## src/rtl/fft_seq_pkg.sv

```systemverilog
// Shared types and default sizing for the fft_fx64_it_rdx8_w008 frame sequencer.
package fft_seq_pkg;

  localparam int unsigned BEATS_DEF        = 64;
  localparam int unsigned GAP_CYCLES_DEF   = 272;
  localparam int unsigned MAX_INFLIGHT_DEF = 2;
  localparam int unsigned ID_W_DEF         = 4;

  typedef enum logic [1:0] {
    IDLE = 2'd0,
    ARM  = 2'd1,
    LOAD = 2'd2
  } in_state_e;

  typedef enum logic {
    OIDLE  = 1'b0,
    STREAM = 1'b1
  } out_state_e;

endpackage

```

## src/rtl/fft_seq_id_fifo.sv

```systemverilog
// Small in-order FIFO of frame IDs: pushed when a frame is issued to the core,
// popped when that frame's last output beat leaves. Head reads 0 when empty.
module fft_seq_id_fifo #(
  parameter int unsigned DEPTH = 2,
  parameter int unsigned W     = 4
) (
  input  logic         clk,
  input  logic         rst_n,
  input  logic         push,
  input  logic [W-1:0] push_id,
  input  logic         pop,
  output logic [W-1:0] head_id
);

  localparam int unsigned PTR_W = (DEPTH > 1) ? $clog2(DEPTH) : 1;
  localparam int unsigned CNT_W = $clog2(DEPTH + 1);
  localparam logic [PTR_W-1:0] PTR_LAST = PTR_W'(DEPTH - 1);
  localparam logic [CNT_W-1:0] CNT_FULL = CNT_W'(DEPTH);

  logic [W-1:0]     mem_q [DEPTH];
  logic [W-1:0]     mem_d [DEPTH];
  logic [PTR_W-1:0] wr_ptr_q, wr_ptr_d;
  logic [PTR_W-1:0] rd_ptr_q, rd_ptr_d;
  logic [CNT_W-1:0] count_q, count_d;
  logic             do_push, do_pop;

  // Pointer, occupancy and storage updates; a push into a full FIFO is only
  // accepted when a pop frees a slot in the same cycle.
  always_comb begin
    do_pop   = pop && (count_q != '0);
    do_push  = push && ((count_q != CNT_FULL) || do_pop);
    mem_d    = mem_q;
    wr_ptr_d = wr_ptr_q;
    rd_ptr_d = rd_ptr_q;
    count_d  = count_q;
    if (do_push) begin
      mem_d[wr_ptr_q] = push_id;
      wr_ptr_d = (wr_ptr_q == PTR_LAST) ? '0 : wr_ptr_q + 1'b1;
    end
    if (do_pop) begin
      rd_ptr_d = (rd_ptr_q == PTR_LAST) ? '0 : rd_ptr_q + 1'b1;
    end
    case ({do_push, do_pop})
      2'b10:   count_d = count_q + 1'b1;
      2'b01:   count_d = count_q - 1'b1;
      default: count_d = count_q;
    endcase
  end

  // FIFO state registers.
  always_ff @(posedge clk or negedge rst_n) begin
    if (!rst_n) begin
      mem_q    <= '{default: '0};
      wr_ptr_q <= '0;
      rd_ptr_q <= '0;
      count_q  <= '0;
    end else begin
      mem_q    <= mem_d;
      wr_ptr_q <= wr_ptr_d;
      rd_ptr_q <= rd_ptr_d;
      count_q  <= count_d;
    end
  end

  assign head_id = (count_q == '0) ? '0 : mem_q[rd_ptr_q];

endmodule

```

## src/rtl/fft_frame_sequencer.sv

```systemverilog
// Start/done sequencer for the streaming FFT core: gates input frames behind
// core_next with a minimum gap, frames the output window from next_out, and
// tracks frames in flight with sticky protocol error flags.
module fft_frame_sequencer
  import fft_seq_pkg::*;
#(
  parameter int unsigned BEATS        = BEATS_DEF,
  parameter int unsigned GAP_CYCLES   = GAP_CYCLES_DEF,
  parameter int unsigned MAX_INFLIGHT = MAX_INFLIGHT_DEF,
  parameter int unsigned ID_W         = ID_W_DEF
) (
  input  logic            clk,
  input  logic            reset_n,
  input  logic            cfg_enable,
  input  logic            err_clear,
  input  logic            in_valid,
  output logic            in_ready,
  output logic            in_sop,
  output logic [5:0]      in_beat,
  output logic            core_next,
  input  logic            core_next_out,
  output logic            out_valid,
  output logic            out_sop,
  output logic            out_eop,
  output logic [ID_W-1:0] out_frame_id,
  output logic [1:0]      inflight,
  output logic            busy,
  output logic            err_underrun,
  output logic            err_overlap,
  output logic            err_spurious
);

  localparam int unsigned      GAP_W     = $clog2(GAP_CYCLES + 1);
  localparam logic [GAP_W-1:0] GAP_MAX   = GAP_W'(GAP_CYCLES);
  localparam logic [5:0]       LAST_BEAT = 6'(BEATS - 1);
  localparam logic [1:0]       MAX_FL    = 2'(MAX_INFLIGHT);

  in_state_e        in_state_q, in_state_d;
  out_state_e       out_state_q, out_state_d;
  logic [5:0]       beat_q, beat_d;
  logic [5:0]       obeat_q, obeat_d;
  logic [GAP_W-1:0] gap_q, gap_d;
  logic [ID_W-1:0]  issue_id_q, issue_id_d;
  logic [1:0]       inflight_q, inflight_d;
  logic             spur_q, spur_d;
  logic             err_underrun_q, err_underrun_d;
  logic             err_overlap_q, err_overlap_d;
  logic             err_spurious_q, err_spurious_d;
  logic             issue, retire;
  logic [ID_W-1:0]  head_id;

  // Input FSM: wait for room and gap, pulse core_next, then stream BEATS beats.
  always_comb begin
    in_state_d = in_state_q;
    beat_d     = beat_q;
    gap_d      = (gap_q >= GAP_MAX) ? gap_q : gap_q + 1'b1;
    issue_id_d = issue_id_q;
    issue      = 1'b0;
    core_next  = 1'b0;
    in_ready   = 1'b0;
    case (in_state_q)
      IDLE: begin
        if (cfg_enable && in_valid && (inflight_q < MAX_FL) && (gap_q >= GAP_MAX)) begin
          in_state_d = ARM;
        end
      end
      ARM: begin
        core_next  = 1'b1;
        issue      = 1'b1;
        gap_d      = '0;
        issue_id_d = issue_id_q + 1'b1;
        beat_d     = '0;
        in_state_d = LOAD;
      end
      LOAD: begin
        in_ready = 1'b1;
        if (beat_q == LAST_BEAT) begin
          beat_d     = '0;
          in_state_d = IDLE;
        end else begin
          beat_d = beat_q + 1'b1;
        end
      end
      default: in_state_d = IDLE;
    endcase
  end

  // Output FSM: a next_out pulse opens a BEATS-long window; pulses inside it are ignored.
  always_comb begin
    out_state_d = out_state_q;
    obeat_d     = obeat_q;
    spur_d      = spur_q;
    out_valid   = 1'b0;
    case (out_state_q)
      OIDLE: begin
        if (core_next_out) begin
          out_state_d = STREAM;
          obeat_d     = '0;
          spur_d      = (inflight_q == '0);
        end
      end
      STREAM: begin
        out_valid = 1'b1;
        if (obeat_q == LAST_BEAT) begin
          obeat_d     = '0;
          out_state_d = OIDLE;
        end else begin
          obeat_d = obeat_q + 1'b1;
        end
      end
      default: out_state_d = OIDLE;
    endcase
  end

  // In-flight accounting and sticky errors; a new error event beats a same-cycle clear.
  always_comb begin
    retire = out_eop && !spur_q;
    case ({issue, retire})
      2'b10:   inflight_d = inflight_q + 1'b1;
      2'b01:   inflight_d = inflight_q - 1'b1;
      default: inflight_d = inflight_q;
    endcase
    err_underrun_d = (err_underrun_q && !err_clear) || ((in_state_q == LOAD) && !in_valid);
    err_overlap_d  = (err_overlap_q && !err_clear) || ((out_state_q == STREAM) && core_next_out);
    err_spurious_d = (err_spurious_q && !err_clear) || (core_next_out && (inflight_q == '0));
  end

  // State registers; the gap counter resets saturated so the first frame is not delayed.
  always_ff @(posedge clk or negedge reset_n) begin
    if (!reset_n) begin
      in_state_q     <= IDLE;
      out_state_q    <= OIDLE;
      beat_q         <= '0;
      obeat_q        <= '0;
      gap_q          <= GAP_MAX;
      issue_id_q     <= '0;
      inflight_q     <= '0;
      spur_q         <= 1'b0;
      err_underrun_q <= 1'b0;
      err_overlap_q  <= 1'b0;
      err_spurious_q <= 1'b0;
    end else begin
      in_state_q     <= in_state_d;
      out_state_q    <= out_state_d;
      beat_q         <= beat_d;
      obeat_q        <= obeat_d;
      gap_q          <= gap_d;
      issue_id_q     <= issue_id_d;
      inflight_q     <= inflight_d;
      spur_q         <= spur_d;
      err_underrun_q <= err_underrun_d;
      err_overlap_q  <= err_overlap_d;
      err_spurious_q <= err_spurious_d;
    end
  end

  fft_seq_id_fifo #(
    .DEPTH (MAX_INFLIGHT),
    .W     (ID_W)
  ) u_id_fifo (
    .clk     (clk),
    .rst_n   (reset_n),
    .push    (issue),
    .push_id (issue_id_q),
    .pop     (retire),
    .head_id (head_id)
  );

  assign in_sop       = in_ready && (beat_q == '0);
  assign in_beat      = beat_q;
  assign out_sop      = out_valid && (obeat_q == '0);
  assign out_eop      = out_valid && (obeat_q == LAST_BEAT);
  assign out_frame_id = (out_valid && !spur_q) ? head_id : '0;
  assign inflight     = inflight_q;
  assign busy         = (in_state_q != IDLE) || (inflight_q != '0);
  assign err_underrun = err_underrun_q;
  assign err_overlap  = err_overlap_q;
  assign err_spurious = err_spurious_q;

endmodule

```

## config.mk

```make
export PLATFORM = sky130hd
export DESIGN_NAME = fft_frame_sequencer
export DESIGN_NICKNAME = d
export VERILOG_FILES = /design/src/rtl/fft_seq_pkg.sv /design/src/rtl/fft_seq_id_fifo.sv /design/src/rtl/fft_frame_sequencer.sv
export SDC_FILE = /design/constraint.sdc
export NUM_CORES = 1
export LEC_CHECK = 0
export CAP_MARGIN = 25
export CORE_MARGIN = 4
export CORE_UTILIZATION = 50
export DETAILED_ROUTE_END_ITERATION = 16
export PLACE_DENSITY = 0.73
export SYNTH_ARGS = -nofsm -noshare
export SYNTH_HDL_FRONTEND = slang
export SYNTH_HIERARCHICAL = 1
export SYNTH_SLANG_ARGS = --single-unit
```

## constraint.sdc

```tcl
create_clock -name clk -period 3.8 [get_ports clk]
set_input_delay 0.38 -clock clk [delete_from_list [all_inputs] [get_ports clk]]
set_output_delay 0.38 -clock clk [all_outputs]
set_load 0.02 [all_outputs]
```

==> results by group, run 1 <==
Routing
  • Vias/cell: ~5.2
  • Total wire length: 3980 um
  • Vias post-DR: 1621
  • Router iterations before antenna repair: 4
  • DR WL/cell: approximately 13 um
  • Initial detailed-routing violation count: 39
  • Post-DRT Antenna Nets: 0
  • Remaining DRCs: 0

Cells and area
  • Final net count: 275
  • Final Core Density: 62.5%
  • Most common cell after layout, fill and taps aside: dfrtp_1
  • Diodes inserted: 0
  • Register Area: 1150 sq um
  • Design Area, Final: 2760 sq um
  • Layout fillers: 358
  • Area Overhead vs Synth: 18.8%
  • Share of layout cells above drive strength 1: roughly a tenth
  • Commonest cells after routing, fill and taps aside: dfrtp_1, nor2_1, clkdlybuf4s50_1
  • Area of the multi-input gates: 1090 sq um

Timing
  • Worst Slack Setup Final: ~1.3 ns
  • Final setup viols: 0
  • Slew @ Worst Pin: 0.601 ns
  • Tmin final: around 2.5 ns
  • Final Max Slew Viols: 0
  • Hold WS: 0.0158 ns
  • Tcrit/Tclk final: 66.3%
  • Relative slew slack: about three fifths
  • Final hold viol count: 0
  • Fmax: roughly 400 MHz
  • Fin Clk Skew: 0.0103 ns
  • Setup TNS: 0 ns
  • RSZ-0062 raised after global routing: false

Power
  • Pleak: 1.26 nW
  • Switching pwr: 0.000322 W
  • Sw Ratio: 28.5%
  • VDD IR max: 0.000248 V
  • P_int: 0.000809 W
  • Sequential power share: 53.1%
  • Cell area power density: ~400 nW/um^2
  • Comb pwr share: 18.2%
  • Clock Power Share: 28.7%

Global route
  • All-layer global routing usage: 15.1%
  • Vias in the first global route: 1604
  • Largest net degree at the start of global routing: 47
  • Total grt overflow: 0
  • Initial antenna violation count: 0
  • First-pass GRT wire length: 7350 um

Synth
  • Syn avg cell area: slightly above 10 sq um
  • Synth Flop Type: dfrtp_1
  • Cells after Synth: 226
  • Register area share after synthesis: 49.6%
  • Post-synth net total: around 250
  • Fraction of registers with async set/reset: 100%
  • Post-synth EDFFs: 0
  • Synth Cell Area: 2320 sq um
  • Post-synthesis cell type count: 34
  • Yosys warning total: 6
  • #FFs+latches synth: 46

CTS
  • Num CTS Buffers: 5
  • Reg clk slew, reported paths: 0.09 ns
  • Hold Buf Count CTS: 0
  • CTS root buffer: clkbuf_8
  • Clock sinks: 46
  • Clock Latency Late Sink: 0.29 ns
  • Clock tree buffer depth: 2
  • CTS H-Tree Depth: 2
  • Buffer count from post-CTS setup fixing: 0
  • # resized after CTS: 0
  • CTS tree: built

Worst setup path
  • Slowest stage cell, crit path: clkdlybuf4s50_1
  • CP startpoint: obeat_q[0]
  • Crit path cell chain: inv_1 -> ha_1 -> or4b_1 -> nor3_1 -> clkdlybuf4s50_1
  • Worst Path Required: ~3.4 ns
  • Worst Setup Start Kind: flip-flop
  • Slowest cell delay on critical path: 0.63 ns
  • Critical path class: reg -> out
  • CP Capture Type: output port
  • Reg2reg start: obeat_q[0]
  • Critical path buffers and inverters: 2
  • CP arrival: 2.14 ns
  • Max FO, Critical Path: 7
  • Crit path max-delay family: buffers and inverters

Floorplan
  • Core ar.: around 4400 sq um
  • Initial core utilization: between 50% and 60%
  • Die Height: 76.2 um
  • Std cell rows: 24
  • # IOs: 28
  • Die area: a little under 6000 sq um
  • Die X: 76.2 um

Run
  • Total of max-cap violations: 0

Placed design
  • Dpl hpwl: 2870 um
  • Final Wtd Congestion: 0.812
  • Worst slack, placed: 1.50 ns
  • PortBufs: 27
  • Placed cell areas: 2640 sq um

Status
  • Status: finished clean

Min path
  • Min-delay worst type: in -> async
[path summary, 6_finish.rpt]
path | slack, ns | cells after the start | to
max reg2reg | 1.47 | 8 | u_id_fifo/count_q[1]
min | 0.02 | 1 | obeat_q[2]
max in group asynchronous | 3.20 | 2 | gap_q[8]
max | 1.28 | 5 | out_sop
min in group clk | 0.50 | 1 | u_id_fifo/count_q[1]
min reg2reg | 0.50 | 1 | u_id_fifo/count_q[1]
[worst reg2reg max path: cells and delay by family, from the launching register on]
kind / cells / cell delay (ns)
XOR/XNOR: 1 / 0.16
adder cells (fa/ha/maj): 2 / 0.64
flip-flops: 1 / 0.45
AND/OR/NAND/NOR: 5 / 1.02
[stage by stage]
step	cells	total power, W
global route	309	0.00122
detailed placement	300	0.000815
finish	309	0.00113
global placement	300	0.000807
floorplan	226	0.000731
CTS	308	0.00114
[synth_stat cells, drive strengths merged, types with 5 or more instances]
cell,n,share of area (%)
a21oi,8,1.7
nand2,19,3.1
nor2,26,4.2
nand4,5,1.3
ha,13,7.0
nand3,8,1.7
dfrtp,44,47
inv,15,2.4
xnor2,13,4.9
xor2,8,3.0
mux2,9,4.4
o21ai,14,3.0
nor3,8,1.7
[logic make-up (layout without fill, tap and decap cells)]
family	Yosys count	in the layout	synth area share [%]
buffers and inverters	20	51	3.23
DFF	46	46	49.7
AOI/OAI and AO/OA	32	32	8.89
xor gates and xnor gates	21	21	7.92
and+or+nand+nor	81	81	17.2
muxes	13	13	6.09
adders and majority gates	13	13	7.00
[power by group through the flow]
| stage | clock, W | sequential [W] | combinational (W) |
|---|---|---|---|
| 6_report | 0.000324 | 0.000601 | 0.000206 |
| 5_1_grt | 0.000366 | 0.000613 | 0.000236 |
| 4_1_cts | 0.000338 | 0.000600 | 0.000206 |
| 3_5_place_dp | 0 | 0.000610 | 0.000206 |
| 3_3_place_gp | 0 | 0.000608 | 0.000200 |
| 2_1_floorplan | 0 | 0.000611 | 0.000120 |
[sequential cells by signal (all words and copies together) (netlist names)]
signal              count
out_state_q             1
obeat_q                 6
gap_q                   9
u_id_fifo/rd_ptr_q      1
in_beat                 6
err_spurious            1
u_id_fifo/count_q       2
err_overlap             1
spur_q                  1
inflight                2
u_id_fifo/mem_q         8
u_id_fifo/wr_ptr_q      1
in_state_q              2
err_underrun            1
issue_id_q              4
[layer usage]
layer	global-route usage, %	vias up	wire (um)
met1	19.8	771	1990
met4	3.85	0	27
met3	4.61	2	121
li1	-	827	-
met5	0	-	0
met2	24.3	21	1840
[cell type report]
cell class / count / share of cell area [%]
Sequential cell: 46 / 41.8
Inverter: 15 / 2.04
Multi-Input combinational cell: 160 / 39.7
Clock buffer: 7 / 3.49
Clock inverter: 1 / 0.317
Timing Repair Buffer: 28 / 10.3
Tap cell: 52 / 2.36
Note: power is estimated with default switching activity, not from simulation.
==> run 2, diff against run 1 <==
==> constraint.sdc (replaced) <==
create_clock -name clk -period 2.4 [get_ports clk]
set_input_delay 0.24 -clock clk [delete_from_list [all_inputs] [get_ports clk]]
set_output_delay 0.24 -clock clk [all_outputs]
set_load 0.02 [all_outputs]
==> run 2 against run 1 <==
Against the previous run: register-to-register slack lost 1.2 ns; die area unchanged; critical path depth is 1 lower; via count grew 1.4%.
==> results by group, run 2 (same netlist as run 1, synthesis figures left out) <==
Floorplan
  • Std cell rows: 24 (unchanged)
  • Die X: 76.2 um (unchanged)
  • Core ar.: 4410 sq um (unchanged)
  • Initial core utilization: 52.6% (unchanged)
  • # IOs: 28 (unchanged)
  • Die Height: 76.2 um (unchanged)
  • Die area: 5800 sq um (unchanged)

Cells and area
  • Area of the multi-input gates: 1100 sq um (was 1090 sq um)
  • Layout fillers: 376 (was 358)
  • Register Area: 1150 sq um (unchanged)
  • Biggest regs: gap_q x9, u_id_fifo/mem_q x8 (unchanged)
  • Most common cell after layout, fill and taps aside: dfrtp_1 (unchanged)
  • Largest Register: gap_q (unchanged)
  • Area Overhead vs Synth: 19.8% (was 18.8%)
  • Final net count: 278 (was 275)
  • Diodes inserted: 0 (unchanged)
  • Share of layout cells above drive strength 1: 10.4% (was 10.1%)
  • Largest register FFs: 9 (unchanged)
  • Commonest cells after routing, fill and taps aside: dfrtp_1, nor2_1, clkdlybuf4s50_1 (unchanged)

Routing
  • Remaining DRCs: 0 (unchanged)
  • Post-DRT Antenna Nets: 0 (unchanged)
  • Vias post-DR: 1644 (was 1621)
  • DR WL/cell: 13.8 um (was 12.9 um)
  • Router iterations before antenna repair: 6 (was 4)
  • Vias/cell: 5.27 (was 5.25)
  • Total wire length: 4320 um (was 3980 um)
  • Initial detailed-routing violation count: 46 (was 39)

Timing
  • RSZ-0062 raised after global routing: false (unchanged)
  • Tmin final: 2.20 ns
  • Slew @ Worst Pin: 0.580 ns (was 0.601 ns)
  • Worst Slack Setup Final: 0.205 ns (was 1.28 ns)
  • Relative slew slack: 61.3% (was 59.9%)
  • Fmax: 455 MHz
  • Final hold viol count: 0 (unchanged)
  • Fin Clk Skew: 0.0119 ns (was 0.0103 ns)
  • Setup TNS: 0 ns (unchanged)
  • Tcrit/Tclk final: about 90%
  • Final setup viols: 0 (unchanged)
  • Final Max Slew Viols: 0 (unchanged)

CTS
  • Clock sinks: 46 (unchanged)
  • Clock Latency Late Sink: 0.30 ns (was 0.29 ns)
  • Num CTS Buffers: 5 (unchanged)
  • Reg clk slew, reported paths: 0.09 ns (about the same)
  • CTS tree: built (unchanged)
  • Clock tree buffer depth: 2 (unchanged)
  • Buffer count from post-CTS setup fixing: 0 (unchanged)
  • CTS H-Tree Depth: 2 (unchanged)
  • CTS root buffer: clkbuf_8 (unchanged)

Power
  • VDD IR max: 0.000350 V (was 0.000248 V)
  • Pleak: 1.32 nW (was 1.26 nW)
  • Cell area power density: 663 nW/um^2 (was 410 nW/um^2)
  • Final Power: 0.00185 W (was 0.00113 W)

Global route
  • Vias in the first global route: 1608 (was 1604)
  • First-pass GRT wire length: 7550 um (was 7350 um)
  • Total grt overflow: 0 (unchanged)
  • Initial antenna violation count: 0 (unchanged)
  • Largest net degree at the start of global routing: 25 (was 47)
  • All-layer global routing usage: 15.7% (was 15.1%)

Status
  • Status: finished clean (unchanged)

Placed design
  • Dpl hpwl: 3130 um (was 2870 um)
  • Worst slack, placed: 0.172 ns (was 1.50 ns)
  • PortBufs: 27 (unchanged)
  • Final Wtd Congestion: 0.835 (was 0.812)

Min path
  • Min-delay worst type: in -> async (unchanged)

Worst setup path
  • CP arrival: 1.96 ns (was 2.14 ns)
  • Max FO, Critical Path: 9 (was 7)
  • Worst Setup Start Kind: flip-flop (unchanged)
  • Worst Path Required: 2.16 ns (was 3.42 ns)
  • Critical path class: reg -> out (unchanged)
  • CP Capture Type: output port (unchanged)

Run
  • Total of max-cap violations: 0 (unchanged)
## run 2: cell count changes in the layout (fill, tap and decap cells not counted), moves of 2 or more
| cell | previous run | this run |
|---|---|---|
| dlymetal6s2s_1 | 0 | 2 |
| clkdlybuf4s50_1 | 26 | 23 |
| buf_4 | 0 | 3 |
| clkbuf_1 | 0 | 2 |
| clkbuf_8 | 7 | 5 |
## run 2: area by class of cell
type / instances / share of cell area, %
Clock buffer: 7 / 2.74
Clock inverter: 1 / 1.08
Inverter: 15 / 2.02
Multi-Input combinational cell: 160 / 39.5
Sequential cell: 46 / 41.5
Tap cell: 52 / 2.34
Timing Repair Buffer: 31 / 10.8
## run 2: path summary, 6_finish.rpt
check	slack, ns	end	startpoint	cells after the start
setup / recovery	0.20	out_frame_id[2]	out_state_q	4
hold / removal	0.46	obeat_q[2]	reset_n	2
setup reg to reg	0.27	u_id_fifo/count_q[1]	obeat_q[0]	8
hold reg to reg	0.49	u_id_fifo/count_q[1]	u_id_fifo/count_q[1]	1
min in group clk	0.49	u_id_fifo/count_q[1]	u_id_fifo/count_q[1]	1
max in group asynchronous	1.15	gap_q[4]	reset_n	3
## run 2: what timing repair did
item / in CTS / in global routing
endpoints found under the hold margin: 23 / 0
gates resized for setup: 1 / 3
endpoints found under the setup margin: 1 / 2
hold buffers: 1 / 0
## run 2: routing by layer
layer / vias to the layer above / share of wire, % / wire length, um / track usage (%)
li1: 829 / - / - / -
met1: 788 / 50 / 2140 / 21.2
met2: 22 / 47 / 2010 / 25.7
met3: 5 / 2.6 / 113 / 2.60
met4: 0 / 1.2 / 50 / 5.24
met5: - / 0 / 0 / 0
## run 2: power by group
part / internal, W / total [W] / switching [W]
Sequential: 0.000855 / 0.000952 / 0.0000968
Combinational: 0.000161 / 0.000327 / 0.000166
Clock: 0.000312 / 0.000566 / 0.000254
## run 2: worst max-delay path, cell delays in order, from the launching register on
cell,delay (ns)
dfrtp_1,0.51
inv_1,0.16
nor2_1,0.24
and2_1,0.16
clkdlybuf4s50_1,0.59
## run 2: through the flow
step | std cells | area [sq um] | hold WS, ns | utilization (%)
global placement | 303 | 2660 | 0.258 | 60.2
global route | 312 | 2780 | 0.511 | 63.0
detailed placement | 303 | 2660 | 0.262 | 60.2
finish | 312 | 2780 | 0.463 | 63.0
CTS | 312 | 2770 | 0.475 | 62.8
floorplan | 226 | 2320 | -0.0556 | -
